File: src/rtl/irq_ctrl.sv
// rtl/irq_ctrl.sv - Memory-mapped interrupt controller: edge/level latching, masking,
// fixed-priority selection and request/ack/EOI handshake with the CPU.
module irq_ctrl #(
    parameter int NSRC = 6
) (
    input  logic            clk,
    input  logic            reset,
    input  logic [1:0]      Addr,
    input  logic            WE,
    input  logic [31:0]     Din,
    output logic [31:0]     Dout,
    input  logic [NSRC-1:0] src,
    input  logic            ack,
    output logic            irq,
    output logic [2:0]      irq_id,
    output logic [NSRC-1:0] hwint
);

    typedef enum logic [1:0] {IDLE, REQ, SERVICE} state_t;

    state_t          state;
    logic [NSRC-1:0] pend, mask, mode, src_q;
    logic [NSRC-1:0] pend_nxt, mask_nxt, mode_nxt;
    logic [NSRC-1:0] w1c, ack_clr;
    logic [7:0]      pend_nxt8, mask_nxt8;
    logic [2:0]      cand;
    logic            cand_vld;
    logic            wr_pend, wr_mask, wr_mode, eoi, take, still_req;
    logic            unused_din;

    assign wr_pend    = WE && (Addr == 2'd0);
    assign wr_mask    = WE && (Addr == 2'd1);
    assign wr_mode    = WE && (Addr == 2'd2);
    assign eoi        = WE && (Addr == 2'd3) && (state == SERVICE);
    assign take       = (state == REQ) && ack;
    assign unused_din = ^Din[31:NSRC];

    assign w1c      = wr_pend ? Din[NSRC-1:0] : '0;
    assign mask_nxt = wr_mask ? Din[NSRC-1:0] : mask;
    assign mode_nxt = wr_mode ? Din[NSRC-1:0] : mode;
    assign hwint    = pend & mask;

    always_comb begin
        ack_clr = '0;
        for (int i = 0; i < NSRC; i++) begin
            if (take && (irq_id == 3'(i))) ack_clr[i] = 1'b1;
        end
    end

    // A new edge beats a same-cycle software or acknowledge clear.
    always_comb begin
        pend_nxt = pend;
        for (int i = 0; i < NSRC; i++) begin
            if (mode[i])
                pend_nxt[i] = (src[i] & ~src_q[i]) | (pend[i] & ~(w1c[i] | ack_clr[i]));
            else
                pend_nxt[i] = src[i];
        end
    end

    always_comb begin
        pend_nxt8 = '0;
        mask_nxt8 = '0;
        pend_nxt8[NSRC-1:0] = pend_nxt;
        mask_nxt8[NSRC-1:0] = mask_nxt;
    end

    // Withdrawal looks at next-cycle pend/mask so a dropped level source
    // releases irq on the same edge its pend bit falls.
    assign still_req = pend_nxt8[irq_id] & mask_nxt8[irq_id];

    always_comb begin
        cand     = '0;
        cand_vld = 1'b0;
        for (int i = NSRC - 1; i >= 0; i--) begin
            if (pend[i] & mask[i]) begin
                cand     = 3'(i);
                cand_vld = 1'b1;
            end
        end
    end

    always_comb begin
        Dout = '0;
        case (Addr)
            2'd0: Dout[NSRC-1:0] = pend;
            2'd1: Dout[NSRC-1:0] = mask;
            2'd2: Dout[NSRC-1:0] = mode;
            default: begin
                Dout[31]  = (state == SERVICE);
                Dout[2:0] = irq_id;
            end
        endcase
    end

    always_ff @(posedge clk) begin
        if (reset) begin
            state  <= IDLE;
            irq    <= 1'b0;
            irq_id <= '0;
            pend   <= '0;
            mask   <= '0;
            mode   <= '0;
            src_q  <= '0;
        end else begin
            src_q <= src;
            pend  <= pend_nxt;
            mask  <= mask_nxt;
            mode  <= mode_nxt;
            case (state)
                IDLE: begin
                    if (cand_vld) begin
                        irq_id <= cand;
                        irq    <= 1'b1;
                        state  <= REQ;
                    end
                end
                REQ: begin
                    if (ack) begin
                        irq   <= 1'b0;
                        state <= SERVICE;
                    end else if (!still_req) begin
                        irq   <= 1'b0;
                        state <= IDLE;
                    end
                end
                SERVICE: begin
                    irq <= 1'b0;
                    if (eoi) state <= IDLE;
                end
                default: begin
                    irq   <= 1'b0;
                    state <= IDLE;
                end
            endcase
        end
    end

endmodule
File: config.mk
export PLATFORM = sky130hd
export DESIGN_NAME = irq_ctrl
export DESIGN_NICKNAME = d
export VERILOG_FILES = /design/src/rtl/irq_ctrl.sv
export SDC_FILE = /design/constraint.sdc
export NUM_CORES = 1
export LEC_CHECK = 0
export BUFFER_PORTS_ARGS = -buffer_cell sky130_fd_sc_hd__buf_2
export CAP_MARGIN = 10
export CORE_MARGIN = 5
export CORE_UTILIZATION = 47
export DETAILED_ROUTE_END_ITERATION = 8
export PLACE_DENSITY_LB_ADDON = 0.15
export SYNTH_ARGS = -nofsm -noshare
export SYNTH_HDL_FRONTEND = slang
export SYNTH_SLANG_ARGS = --single-unit
File: constraint.sdc
create_clock -name clk -period 2.1 [get_ports clk]
set_input_delay 0.105 -clock clk [delete_from_list [all_inputs] [get_ports clk]]
set_output_delay 0.105 -clock clk [all_outputs]
set_load 0.02 [all_outputs]
Word level (Yosys, flattened, before mapping). Index checks and enable logic that the tools add are counted.

Magnitude comparators: 1. Equality and inequality tests: 13. Mux-type cells: 42. Bitwise logic cells: 44. Reduce and logical (&&, ||, !) cells: 19.

Operators by type and width (count): two-way mux 1 bit (24); bitwise AND 1 bit (19); two-way mux 3 bit (6); one-hot mux 3 bit (3 select lines) (2); logical AND 1 bit (12); two-way mux 6 bit (2); inverter 1 bit (12); OR 1 bit (12); two-way mux 2 bit (4); bitwise AND 6 bit (1); binary-select mux 1 bit (select 3 bit) (2); equality test 2 bit, second input constant (3); equality test 3 x 2 -> 1 bit, second input constant (2); equality test 3 bit, second input constant (2); one-hot mux 2 bit (3 select lines) (1); equality test 2 x 1 -> 1 bit, second input constant (2); logical NOT 2 bit (2); less-than comparator 3 x 4 -> 1 bit, second input constant (1); != test 2 bit, second input constant (2); AND reduction 2 bit (2); equality test 3 x 1 -> 1 bit, second input constant (1); logical NOT 3 bit (1); != test 3 bit, second input constant (1); AND reduction 3 bit (1); other kinds (2) (2).

Register bits after elaboration: 30. Input bits: 44. Word-level logic and storage cells: 126.

Logic depth before layout (Yosys ltp). Gate-level depths: netlist (run 1).

Depth in word-level cells: 15. Depth in mapped cells: 6. Depth with buffers taken out: 5.

Worst setup path after synthesis (run 1). Ideal clock, no wire load.

Path kind: reg2reg. From: register irq_id[1]. To: register irq. Setup time: 0.088 ns. Arrival: 1.507 ns. Data required time: 2.012 ns. Path slack: 0.505 ns. Stages on the path, launching flop included: 6. Path buffers: 1. Clock period less this slack: 1.595 ns. Path through: dfxtp_1 > clkbuf_1 > inv_1 > a221oi_1 > o211ai_2 > a311oi_2.

Word-level cells in the longest chain between the ends: 13. Elaborated cells on any way between the ends: 55.

Ends and longest elaborated chain: start: declaration (RTL line 15) `output logic [2:0] irq_id,`; start signal: assignment (RTL line 113) `irq_id <= cand;`; equality test 3 x 1 -> 1 bit (tied with other cells) (RTL line 46) `if (take && (irq_id == 3'(i))) ack_clr[i] = 1'b1;`; logical AND 1 bit (RTL line 46); two-way mux 1 bit (RTL line 46); OR 1 bit (RTL line 55) `pend_nxt[i] = (src[i] & ~src_q[i]) | (pend[i] & ~(w1c[i] | ack_clr[i]));`; inverter 1 bit (RTL line 55); bitwise AND 1 bit (RTL line 55); OR 1 bit (RTL line 55); two-way mux 1 bit (RTL line 54) `if (mode[i])`; binary-select mux 1 bit (select 3 bit) (RTL line 70) `assign still_req = pend_nxt8[irq_id] & mask_nxt8[irq_id];`; two-way mux 1 bit (implied by the code) (RTL line 70); bitwise AND 1 bit * (RTL line 70); != test 3 bit (no source line) *; AND reduction 2 bit (no source line) *; end signal: assignment (RTL line 99) `irq <= 1'b0;`; end signal: assignment (RTL line 114) `irq <= 1'b1;`; end signal: assignment (RTL line 120) `irq <= 1'b0;`; end: declaration (RTL line 14) `output logic irq,`.

Every way passes the cells marked *; elsewhere a longest branch is shown, timed or not. The select of a mux whose other input is x is not followed. A chain may end at the register's enable or synchronous reset.

Worst setup path in the final report (run 1).
From: register state[0]. To: register irq.

Word-level cells in the longest chain between the ends: 14. Elaborated cells on any way between the ends: 52.

Ends and longest elaborated chain: start: declaration (RTL line 21) `state_t state;`; start signal: assignment (RTL line 98) `state <= IDLE;`; start signal: assignment (RTL line 115) `state <= REQ;`; start signal: assignment (RTL line 121) `state <= SERVICE;`; equality test 2 x 1 -> 1 bit (RTL line 35, 110); logical AND 1 bit (RTL line 35) `assign take = (state == REQ) && ack;`; logical AND 1 bit (RTL line 46); two-way mux 1 bit (RTL line 46); OR 1 bit (RTL line 55); inverter 1 bit (RTL line 55); bitwise AND 1 bit (RTL line 55); OR 1 bit (RTL line 55); two-way mux 1 bit (RTL line 54); binary-select mux 1 bit (select 3 bit) (RTL line 70); two-way mux 1 bit (implied by the code) (RTL line 70); bitwise AND 1 bit (RTL line 70); != test 3 bit (no source line); AND reduction 2 bit (no source line).

Several ways; a longest one is shown, not always the timed one. The select of a mux whose other input is x is not followed.

==> results.txt, run 1 <==
----------------------------------------------------
[Run status]
  Status ... finished clean

[Floorplan]
  Effective utilization at floorplan ... 49.4%
  Die H ... 72.7 um
  Number of standard-cell rows in the floorplan ... 22
  Width of the chip ... 72.7 um
  Die Footprint ... 5290 um2
  Area of the placeable core ... 3740 um2
  I/O pins ... 86

[Yosys]
  Gate Count Post-Synth ... 213
  Share of synthesized area occupied by flip-flops and latches ... 32.5%
  Number of distinct library cells after synthesis ... 45
  YS warnings ... 0
  Post-synth top flop ... dfxtp_1
  Asr flop ratio synth ... 0%
  Syn Std Cell Area ... 1850 um2
  Yosys reg bits ... 30
  Post-synth EDFFs ... 0
  Synthesized area per cell ... 8.68 um2

[GRT]
  Overall track demand over capacity in global routing ... 17.8%
  Largest net degree at the start of global routing ... 31
  Vias in the first global route ... 1457
  Grt ovf ... 0
  Global-route wire length before repair ... 7250 um
  Number of antenna violations at the first check in global routing ... 0

[Layout]
  Post-route core utilization ... 54.8%
  Final layout net count ... 292
  Signed area change from the synthesized netlist to the final layout ... 11.0%
  Final cell count without fillers ... 297
  Share of layout cells above drive strength 1 ... 23.3%
  Antenna diode count ... 0
  Fill cell count ... 379

[Clock tree]
  Post-CTS Resized ... 0
  Max Root-Sink Buffers ... 2
  Hold_buf cts ... 0
  Clock Root Buffer ... clkbuf_8
  TritonCTS sink count ... 30
  Clock tree from TritonCTS ... yes
  Total number of H-tree levels ... 2
  Total setup buffers inserted after CTS ... 0
  Clock transition at the register clock pins on the worst setup and hold paths after CTS ... 0.07 ns
  Later-pin clock latency in the skew report ... 0.28 ns
  Inserted Clock Buffers ... 5

[Critical path]
  Required @ worst endpoint ... 2.30 ns
  Arr. time, crit path ... 1.98 ns
  Worst reg-to-reg setup slack ... 0.32 ns
  R2R depth ... 5
  Critical Path Source Type ... flop
  Class of the most critical setup path ... flop to flop
  Largest fanout on the critical path ... 6
  Kind of end point of the critical path ... flop

[Timing]
  Final max-slew violation count ... 0
  Max transition margin ... 62.0%
  Minimum clock period after layout ... 1.78 ns
  Hold Vio Cnt, Final ... 0
  Slew at the pin closest to its max-slew limit ... 0.569 ns
  Setup repair after global routing missed its margin ... no
  Period utilization ... 84.6%
  Final Setup Violations ... 0
  Highest attainable clock frequency ... 563 MHz
  Final worst clock skew ... 0.00434 ns
  Setup total negative slack ... 0 ns

[Drt]
  Vias ... 1597
  Iteration-0 DRC count of the detailed router ... 168
  Wire length after detailed routing ... 4580 um
  Routed length per instance ... 15.4 um
  Number of nets still failing antenna checks after routing ... 0
  Post-DR vias/cell ... 5.38
  1st-pass router iterations ... 5
  Number of remaining DRC errors ... 0

[Hold path]
  Path type of the worst min-delay path ... input port to flop
  Worst hold path depth ... 2

[Place]
  Total placed cells including tap cells ... 289
  Quantity of I/O buffers inserted on ports ... 34
  Final weighted congestion in routability-driven placement ... 0.799
  Half-perimeter wire length of the detailed placement result ... 3370 um

[Flow run]
  Max-cap violations ... 0

[Power]
  VDD IR max ... 0.428 mV
  Static Leak ... 0.940 nW
  Power density over the cells ... 634 nW/um2

----------------------------------------------------
[sequential cells by signal (all words and copies together) (netlist names)]
name and flops:
irq 1, src_q 6, pend 6, state 2, irq_id 3, mode 6, mask 6
[worst paths after layout]
check / startpoint / end
worst max-delay path: state[0] / irq
worst min-delay path: src[1] / src_q[1]
worst max register to register: state[0] / irq
worst min register to register: mode[0] / mode[0]
[synth_stat cells, drive strengths merged (2+ instances only)]
master	count	area, um2
and2	3	18.8
inv	5	18.8
nor2	26	97.6
dfxtp	30	601
and4b	2	22.5
a21o	2	15.0
a22o	3	26.3
a21oi	14	70.1
a41oi	2	17.5
nand3b	3	35.0
mux2i	13	130
clkbuf	5	18.8
nand4	2	12.5
nand2b	2	12.5
nor3b	3	38.8
nand3	7	35.0
o211ai	2	20.0
nor2b	7	43.8
a21boi	5	37.5
buf	28	211
o311ai	2	17.5
nor3	4	20.0
mux4	3	67.6
nand2	17	63.8
nand4bb	2	22.5
a311oi	2	23.8
o21ai	6	30.0
a2111oi	2	42.5
a31oi	3	18.8
[logic make-up after synthesis]
group                  synth area share, %
AND/OR/NAND/NOR                       24.0
AO/OA/AOI/OAI                         19.1
buffers and inverters                 13.5
flip-flops                            32.5
multiplexers                          10.7
other                                0.203
[through the flow]
stage	hold WS, ns	instance area, um2	power (W)	setup slack, ns
global route	0.0461	2050	0.00136	0.222
global placement	0.323	1960	0.000826	0.354
floorplan	0.233	1940	0.000804	0.505
detailed placement	0.335	1960	0.000828	0.336
finish	0.0438	2050	0.00130	0.322
CTS	0.0387	2050	0.00131	0.317
[critical path: stages, from the launching register on]
cell       delay [ns]
dfxtp_1          0.40
nor3b_2          0.26
or2b_1           0.28
a2111oi_4        0.33
o211ai_2         0.18
a311oi_2         0.24
[area by class of cell]
| class | count | area, um2 | share of cell area (%) |
|---|---|---|---|
| Multi-Input combinational cell | 169 | 1090 | 53.0 |
| Sequential cell | 30 | 601 | 29.3 |
| Timing Repair Buffer | 37 | 193 | 9.39 |
| Clock buffer | 7 | 86.3 | 4.21 |
| Tap cell | 48 | 60.1 | 2.93 |
| Inverter | 5 | 18.8 | 0.915 |
| Clock inverter | 1 | 5.00 | 0.244 |
[metal layers]
layer | global-route usage [%] | vias to the layer above | part of all wire (%)
li1 | - | 778 | -
met1 | 25.8 | 736 | 44
met2 | 25.9 | 75 | 45
met3 | 3.58 | 8 | 9.2
met4 | 6.97 | 0 | 1.7
met5 | 0 | - | 0
[where the power goes]
part           switching, W  internal, W
combinational      0.000133    0.0000676
clock              0.000220     0.000264
sequential        0.0000230     0.000593
[cell usage in the layout (no fill, tap or decap), types with 3 or more instances in the layout]
| cell | n |
|---|---|
| inv_1 | 5 |
| a21oi_1 | 14 |
| nor3_1 | 4 |
| clkbuf_8 | 6 |
| nor2b_1 | 7 |
| mux2i_1 | 13 |
| buf_4 | 3 |
| conb_1 | 25 |
| nand3_1 | 7 |
| o21ai_0 | 6 |
| nor2_1 | 26 |
| buf_2 | 34 |
| and2_1 | 3 |
| dfxtp_1 | 30 |
| a31oi_1 | 3 |
| a22o_1 | 3 |
| nand2_1 | 17 |
| mux4_2 | 3 |
| a21boi_0 | 5 |
Power figures use the tool's default switching activity.
==> run 2, diff against run 1 <==
- clock period: 2.1 -> 1.8 ns (I/O delays scaled with it)
==> run 2 against run 1 <==
Global-route usage decreased by 0.17 points. Setup slack worse by 0.21 ns. Fmax increased by 5.2%. Critical path depth did not move. Flip-flop and latch count unchanged. Critical endpoint unchanged.
==> results.txt, run 2 (same netlist as run 1, synthesis figures left out) <==
----------------------------------------------------
[Floorplan]
  Die Footprint ... 5290 um2 (unchanged)
  I/O pins ... 86 (unchanged)
  Effective utilization at floorplan ... 49.4% (unchanged)
  Die H ... 72.7 um (unchanged)
  Number of standard-cell rows in the floorplan ... 22 (unchanged)
  Width of the chip ... 72.7 um (unchanged)
  Area of the placeable core ... 3740 um2 (unchanged)

[Clock tree]
  Clock tree from TritonCTS ... yes (unchanged)
  Total number of H-tree levels ... 2 (unchanged)
  Max Root-Sink Buffers ... 2 (unchanged)
  Later-pin clock latency in the skew report ... 0.28 ns (about the same)
  TritonCTS sink count ... 30 (unchanged)
  Clock transition at the register clock pins on the worst setup and hold paths after CTS ... 0.06 ns (was 0.07 ns)
  Clock Root Buffer ... clkbuf_8 (unchanged)
  Inserted Clock Buffers ... 5 (unchanged)

[Drt]
  Routed length per instance ... 15.2 um (was 15.4 um)
  Wire length after detailed routing ... 4560 um (was 4580 um)
  Vias ... 1586 (was 1597)
  Iteration-0 DRC count of the detailed router ... 109 (was 168)
  Number of remaining DRC errors ... 0 (unchanged)
  1st-pass router iterations ... 4 (was 5)
  Post-DR vias/cell ... 5.29 (was 5.38)
  Number of nets still failing antenna checks after routing ... 0 (unchanged)

[Power]
  Net switching share of the total power ... 28.7% (was 28.9%)
  Static Leak ... 0.954 nW (was 0.940 nW)
  Register share of total power ... 47.4% (about the same)
  Logic gate share of total power ... 15.8% (was 15.4%)
  Psw ... 0.000436 W (was 0.000376 W)
  Post-route total power ... 0.00152 W (was 0.00130 W)
  Power density over the cells ... 730 nW/um2 (was 634 nW/um2)
  Internal ... 0.00108 W (was 0.000925 W)
  Portion of total power attributed to the clock network ... 36.8% (was 37.2%)
  VDD IR max ... 0.546 mV (was 0.428 mV)

[Timing]
  Final worst clock skew ... 0.00518 ns (was 0.00434 ns)
  Final max-slew violation count ... 0 (unchanged)
  Setup repair after global routing missed its margin ... no (unchanged)
  Period utilization ... 93.9% (was 84.6%)
  Max transition margin ... 62.2% (was 62.0%)
  Final Setup Violations ... 0 (unchanged)
  Minimum clock period after layout ... 1.69 ns (was 1.78 ns)
  Slew at the pin closest to its max-slew limit ... 0.567 ns (was 0.569 ns)
  Setup total negative slack ... 0 ns (unchanged)
  Hold Vio Cnt, Final ... 0 (unchanged)
  Highest attainable clock frequency ... 592 MHz (was 563 MHz)

[Layout]
  Antenna diode count ... 0 (unchanged)
  Post-route core utilization ... 55.6% (was 54.8%)
  Fill cell count ... 366 (was 379)
  Final cell count without fillers ... 300 (was 297)
  Signed area change from the synthesized netlist to the final layout ... 12.7% (was 11.0%)
  Most common cell after layout, fill and taps aside ... buf_2 (unchanged)
  Share of layout cells above drive strength 1 ... 24.6% (was 23.3%)
  Post-route standard cell area excluding fillers ... 2080 um2 (was 2050 um2)
  Final layout net count ... 295 (was 292)
  Most frequent cells in the layout ... buf_2 (34), dfxtp_1 (29), nor2_1 (26), conb_1 (25), nand2_1 (17) (was buf_2 (34), dfxtp_1 (30), nor2_1 (26), conb_1 (25), nand2_1 (17))

[Flow run]
  Max-cap violations ... 0 (unchanged)

[GRT]
  Largest net degree at the start of global routing ... 31 (unchanged)
  Grt ovf ... 0 (unchanged)
  Overall track demand over capacity in global routing ... 17.7% (was 17.8%)
  Global-route wire length before repair ... 7180 um (was 7250 um)
  Number of antenna violations at the first check in global routing ... 0 (unchanged)
  Vias in the first global route ... 1466 (was 1457)

[Hold path]
  Path type of the worst min-delay path ... input port to flop (unchanged)

[Critical path]
  Required @ worst endpoint ... 2.00 ns (was 2.30 ns)
  CP max stage delay ... 0.37 ns (was 0.40 ns)
  Cell-by-cell listing of the critical path ... nor3b_4 -> or2b_1 -> a2111oi_4 -> o211ai_2 -> a311oi_2 (was nor3b_2 -> or2b_1 -> a2111oi_4 -> o211ai_2 -> a311oi_2)
  Largest fanout on the critical path ... 6 (unchanged)
  Class of the most critical setup path ... flop to flop (unchanged)
  Kind of end point of the critical path ... flop (unchanged)
  Cell at the slowest stage of the critical path ... dfxtp_2 (was dfxtp_1)
  Arr. time, crit path ... 1.89 ns (was 1.98 ns)
  Critical Path Source Type ... flop (unchanged)

[Run status]
  Status ... finished clean (unchanged)

[Place]
  Half-perimeter wire length of the detailed placement result ... 3460 um (was 3370 um)
  Quantity of I/O buffers inserted on ports ... 34 (unchanged)
  Total placed cells including tap cells ... 292 (was 289)
  Placement Cell Area ... 1980 um2 (was 1960 um2)
  Final weighted congestion in routability-driven placement ... 0.811 (was 0.799)

----------------------------------------------------
-- run 2: changes by cell type in the layout (fill, tap and decap cells not counted), sizes merged --
cell,before,now
buf,37,40
-- run 2: path summary, 6_finish.rpt --
| path | slack, ns | end | cells after the start | from |
|---|---|---|---|---|
| worst min-delay path | 0.03 | src_q[0] | 2 | src[0] |
| worst min register to register | 0.49 | mode[0] | 2 | mode[0] |
| worst max register to register | 0.11 | irq | 5 | state[0] |
| worst max-delay path | 0.11 | irq | 5 | state[0] |
-- run 2: worst max-delay path: cells and delay by family, from the launching register on --
kind               cells  cell delay [ns]
AOI/OAI and AO/OA      3             0.74
DFF                    1             0.37
and+or+nand+nor        2             0.50
-- run 2: final cells by class --
class / count / area (um2) / area share [%]
multi-input combinational: 169 / 1090 / 52.6
sequential: 30 / 602 / 28.9
timing repair buffer: 40 / 215 / 10.3
clock buffer: 7 / 86.3 / 4.15
tap: 48 / 60.1 / 2.88
inverter: 5 / 18.8 / 0.901
clock inverter: 1 / 5.00 / 0.240
-- run 2: routing by layer --
metal | vias to the layer above | global-route usage, % | part of all wire [%]
li1 | 788 | - | -
met1 | 739 | 25.0 | 47
met4 | 0 | 4.51 | 0.48
met5 | - | 0 | 0
met3 | 2 | 5.37 | 8.2
met2 | 57 | 26.2 | 44
-- run 2: stage by stage --
step / setup WS [ns] / hold WS [ns]
after CTS: 0.0468 / 0.0235
after global placement: 0.0539 / 0.308
after detailed placement: 0.0635 / 0.318
after floorplan: 0.205 / 0.218
after global routing: 0.00220 / 0.0269
final: 0.110 / 0.0261
-- run 2: power groups by stage --
stage               combinational (W)  clock (W)  sequential (W)
floorplan                    0.000211          0        0.000727
global placement             0.000235          0        0.000733
detailed placement           0.000237          0        0.000733
CTS                          0.000238   0.000574        0.000719
global route                 0.000263   0.000600        0.000724
finish                       0.000240   0.000560        0.000719
-- run 2: repair_timing --
action,in CTS,in global routing
buffers inserted,0,0
gates resized for setup,0,2
hold buffers,0,0
endpoints found under the setup margin,0,1
==> run 3, diff against run 2 <==
- SETUP_SLACK_MARGIN: unset -> 0.15
==> run 3 against run 2 <==
Register-to-register slack gained 0.13 ns. Flip-flop and latch count is the same. Largest power group unchanged. Via count grew 1.0%. Non-clock buffer count is the same. Hold slack gained 0.0016 ns. Global-route usage grew 0.086 points. Sequential share of layout area grew 0.10 points. Critical path type is now flop to primary output.
==> results.txt, run 3 (same netlist as run 1, synthesis figures left out) <==
----------------------------------------------------
[Layout]
  Final cell count without fillers ... 300 (unchanged)
  Most common cell after layout, fill and taps aside ... buf_2 (unchanged)
  Antenna diode count ... 0 (unchanged)
  Fill cell count ... 362 (was 366)
  Share of layout cells above drive strength 1 ... 25.8% (was 24.6%)
  Final layout net count ... 295 (unchanged)
  Signed area change from the synthesized netlist to the final layout ... 13.2% (was 12.7%)
  Most frequent cells in the layout ... buf_2 (34), dfxtp_1 (27), nor2_1 (26), conb_1 (25), nand2_1 (17) (was buf_2 (34), dfxtp_1 (29), nor2_1 (26), conb_1 (25), nand2_1 (17))

[Hold path]
  Worst hold path depth ... 2 (unchanged)
  Path type of the worst min-delay path ... input port to flop (unchanged)

[Clock tree]
  Clock transition at the register clock pins on the worst setup and hold paths after CTS ... 0.07 ns (was 0.06 ns)
  Total number of H-tree levels ... 2 (unchanged)
  Clock tree from TritonCTS ... yes (unchanged)
  Later-pin clock latency in the skew report ... 0.28 ns (about the same)
  Inserted Clock Buffers ... 5 (unchanged)
  Clock Root Buffer ... clkbuf_8 (unchanged)
  Max Root-Sink Buffers ... 2 (unchanged)
  Total setup buffers inserted after CTS ... 0 (unchanged)
  TritonCTS sink count ... 30 (unchanged)

[Drt]
  Vias ... 1602 (was 1586)
  Number of remaining DRC errors ... 0 (unchanged)
  Number of nets still failing antenna checks after routing ... 0 (unchanged)
  1st-pass router iterations ... 4 (unchanged)
  Iteration-0 DRC count of the detailed router ... 114 (was 109)
  Routed length per instance ... 15.2 um (about the same)
  Wire length after detailed routing ... 4570 um (was 4560 um)
  Post-DR vias/cell ... 5.34 (was 5.29)

[Timing]
  Final worst clock skew ... 0.00525 ns (was 0.00518 ns)
  Period utilization ... 86.9% (was 93.9%)
  Final Setup Violations ... 0 (unchanged)
  Setup total negative slack ... 0 ns (unchanged)
  Final max-slew violation count ... 0 (unchanged)
  Setup repair after global routing missed its margin ... no (unchanged)
  Hold Vio Cnt, Final ... 0 (unchanged)
  Minimum clock period after layout ... 1.56 ns (was 1.69 ns)
  Highest attainable clock frequency ... 639 MHz (was 592 MHz)
  Max transition margin ... 62.6% (was 62.2%)
  Slew at the pin closest to its max-slew limit ... 0.562 ns (was 0.567 ns)

[Place]
  Quantity of I/O buffers inserted on ports ... 34 (unchanged)
  Total placed cells including tap cells ... 292 (unchanged)
  Half-perimeter wire length of the detailed placement result ... 3460 um (unchanged)
  Final weighted congestion in routability-driven placement ... 0.811 (unchanged)

[GRT]
  Largest net degree at the start of global routing ... 31 (unchanged)
  Overall track demand over capacity in global routing ... 17.8% (was 17.7%)
  Number of antenna violations at the first check in global routing ... 0 (unchanged)
  Vias in the first global route ... 1464 (was 1466)
  Grt ovf ... 0 (unchanged)
  Global-route wire length before repair ... 7200 um (was 7180 um)

[Floorplan]
  Die Footprint ... 5290 um2 (unchanged)
  Width of the chip ... 72.7 um (unchanged)
  Number of standard-cell rows in the floorplan ... 22 (unchanged)
  Area of the placeable core ... 3740 um2 (unchanged)
  Effective utilization at floorplan ... 49.4% (unchanged)
  Die H ... 72.7 um (unchanged)
  I/O pins ... 86 (unchanged)

[Power]
  VDD IR max ... 0.539 mV (was 0.546 mV)
  Power density over the cells ... 727 nW/um2 (was 730 nW/um2)
  Static Leak ... 0.957 nW (was 0.954 nW)

[Flow run]
  Max-cap violations ... 0 (unchanged)

[Critical path]
  Kind of end point of the critical path ... primary output (was flop)
  Largest fanout on the critical path ... 10 (was 6)
  Class of the most critical setup path ... flop to primary output (was flop to flop)
  R2R depth ... 5 (unchanged)
  Required @ worst endpoint ... 1.71 ns (was 2.00 ns)
  Arr. time, crit path ... 1.47 ns (was 1.89 ns)
  Critical Path Source Type ... flop (unchanged)

[Run status]
  Status ... finished clean (unchanged)

----------------------------------------------------
## run 3: cell counts in the layout (fill, tap and decap cells not counted)
No cell type changed its count.
## run 3: metrics by stage
step | cell area, um2 | total power (W) | setup slack, ns | utilization [%] | hold slack, ns
after floorplan | 1940 | 0.000939 | 0.205 | - | 0.218
after global placement | 1980 | 0.000968 | 0.0539 | 53.0 | 0.308
after detailed placement | 1980 | 0.000970 | 0.0635 | 53.0 | 0.318
after CTS | 2090 | 0.00153 | 0.156 | 55.7 | 0.0235
after global routing | 2090 | 0.00159 | 0.159 | 55.9 | 0.0273
final | 2090 | 0.00152 | 0.235 | 55.9 | 0.0277
## run 3: power breakdown
| part | switching [W] | total (W) | internal, W | leakage, nW |
|---|---|---|---|---|
| Combinational | 0.000158 | 0.000241 | 0.0000828 | 0.661 |
| Sequential | 0.0000269 | 0.000719 | 0.000692 | 0.248 |
| Clock | 0.000253 | 0.000561 | 0.000308 | 0.0482 |
| Total | 0.000437 | 0.00152 | 0.00108 | 0.957 |
## run 3: worst max-delay path: stages, from the launching register on
cell	delay, ns
dfxtp_2	0.39
buf_4	0.18
mux4_2	0.45
buf_2	0.17
## run 3: final cells by class
type | instances | area (um2) | share of cell area (%)
clock inverters | 1 | 5.00 | 0.239
multi-input cells | 169 | 1100 | 52.6
flip-flops and latches | 30 | 607 | 29.0
inverters | 5 | 18.8 | 0.897
well taps | 48 | 60.1 | 2.87
repair buffers | 40 | 215 | 10.3
clock buffers | 7 | 86.3 | 4.13
## run 3: final timing paths
path              startpoint  endpoint  slack [ns]
setup / recovery   irq_id[0]   Dout[0]        0.24
hold / removal        src[0]  src_q[0]        0.03
setup reg to reg    state[1]       irq        0.24
hold reg to reg      mode[0]   mode[0]        0.49
## run 3: per-layer routing
metal / track usage, % / routed length, um / vias to the layer above
li1: - / - / 788
met1: 25.1 / 2190 / 753
met2: 26.3 / 2060 / 61
met3: 5.37 / 321 / 0
met4: 4.51 / 0 / 0
met5: 0 / 0 / -
## run 3: repair_timing
item	4_1_cts	5_1_grt
pin swaps	2	4
setup endpoints to repair	3	2
hold buffers	0	0
resized for setup	4	4
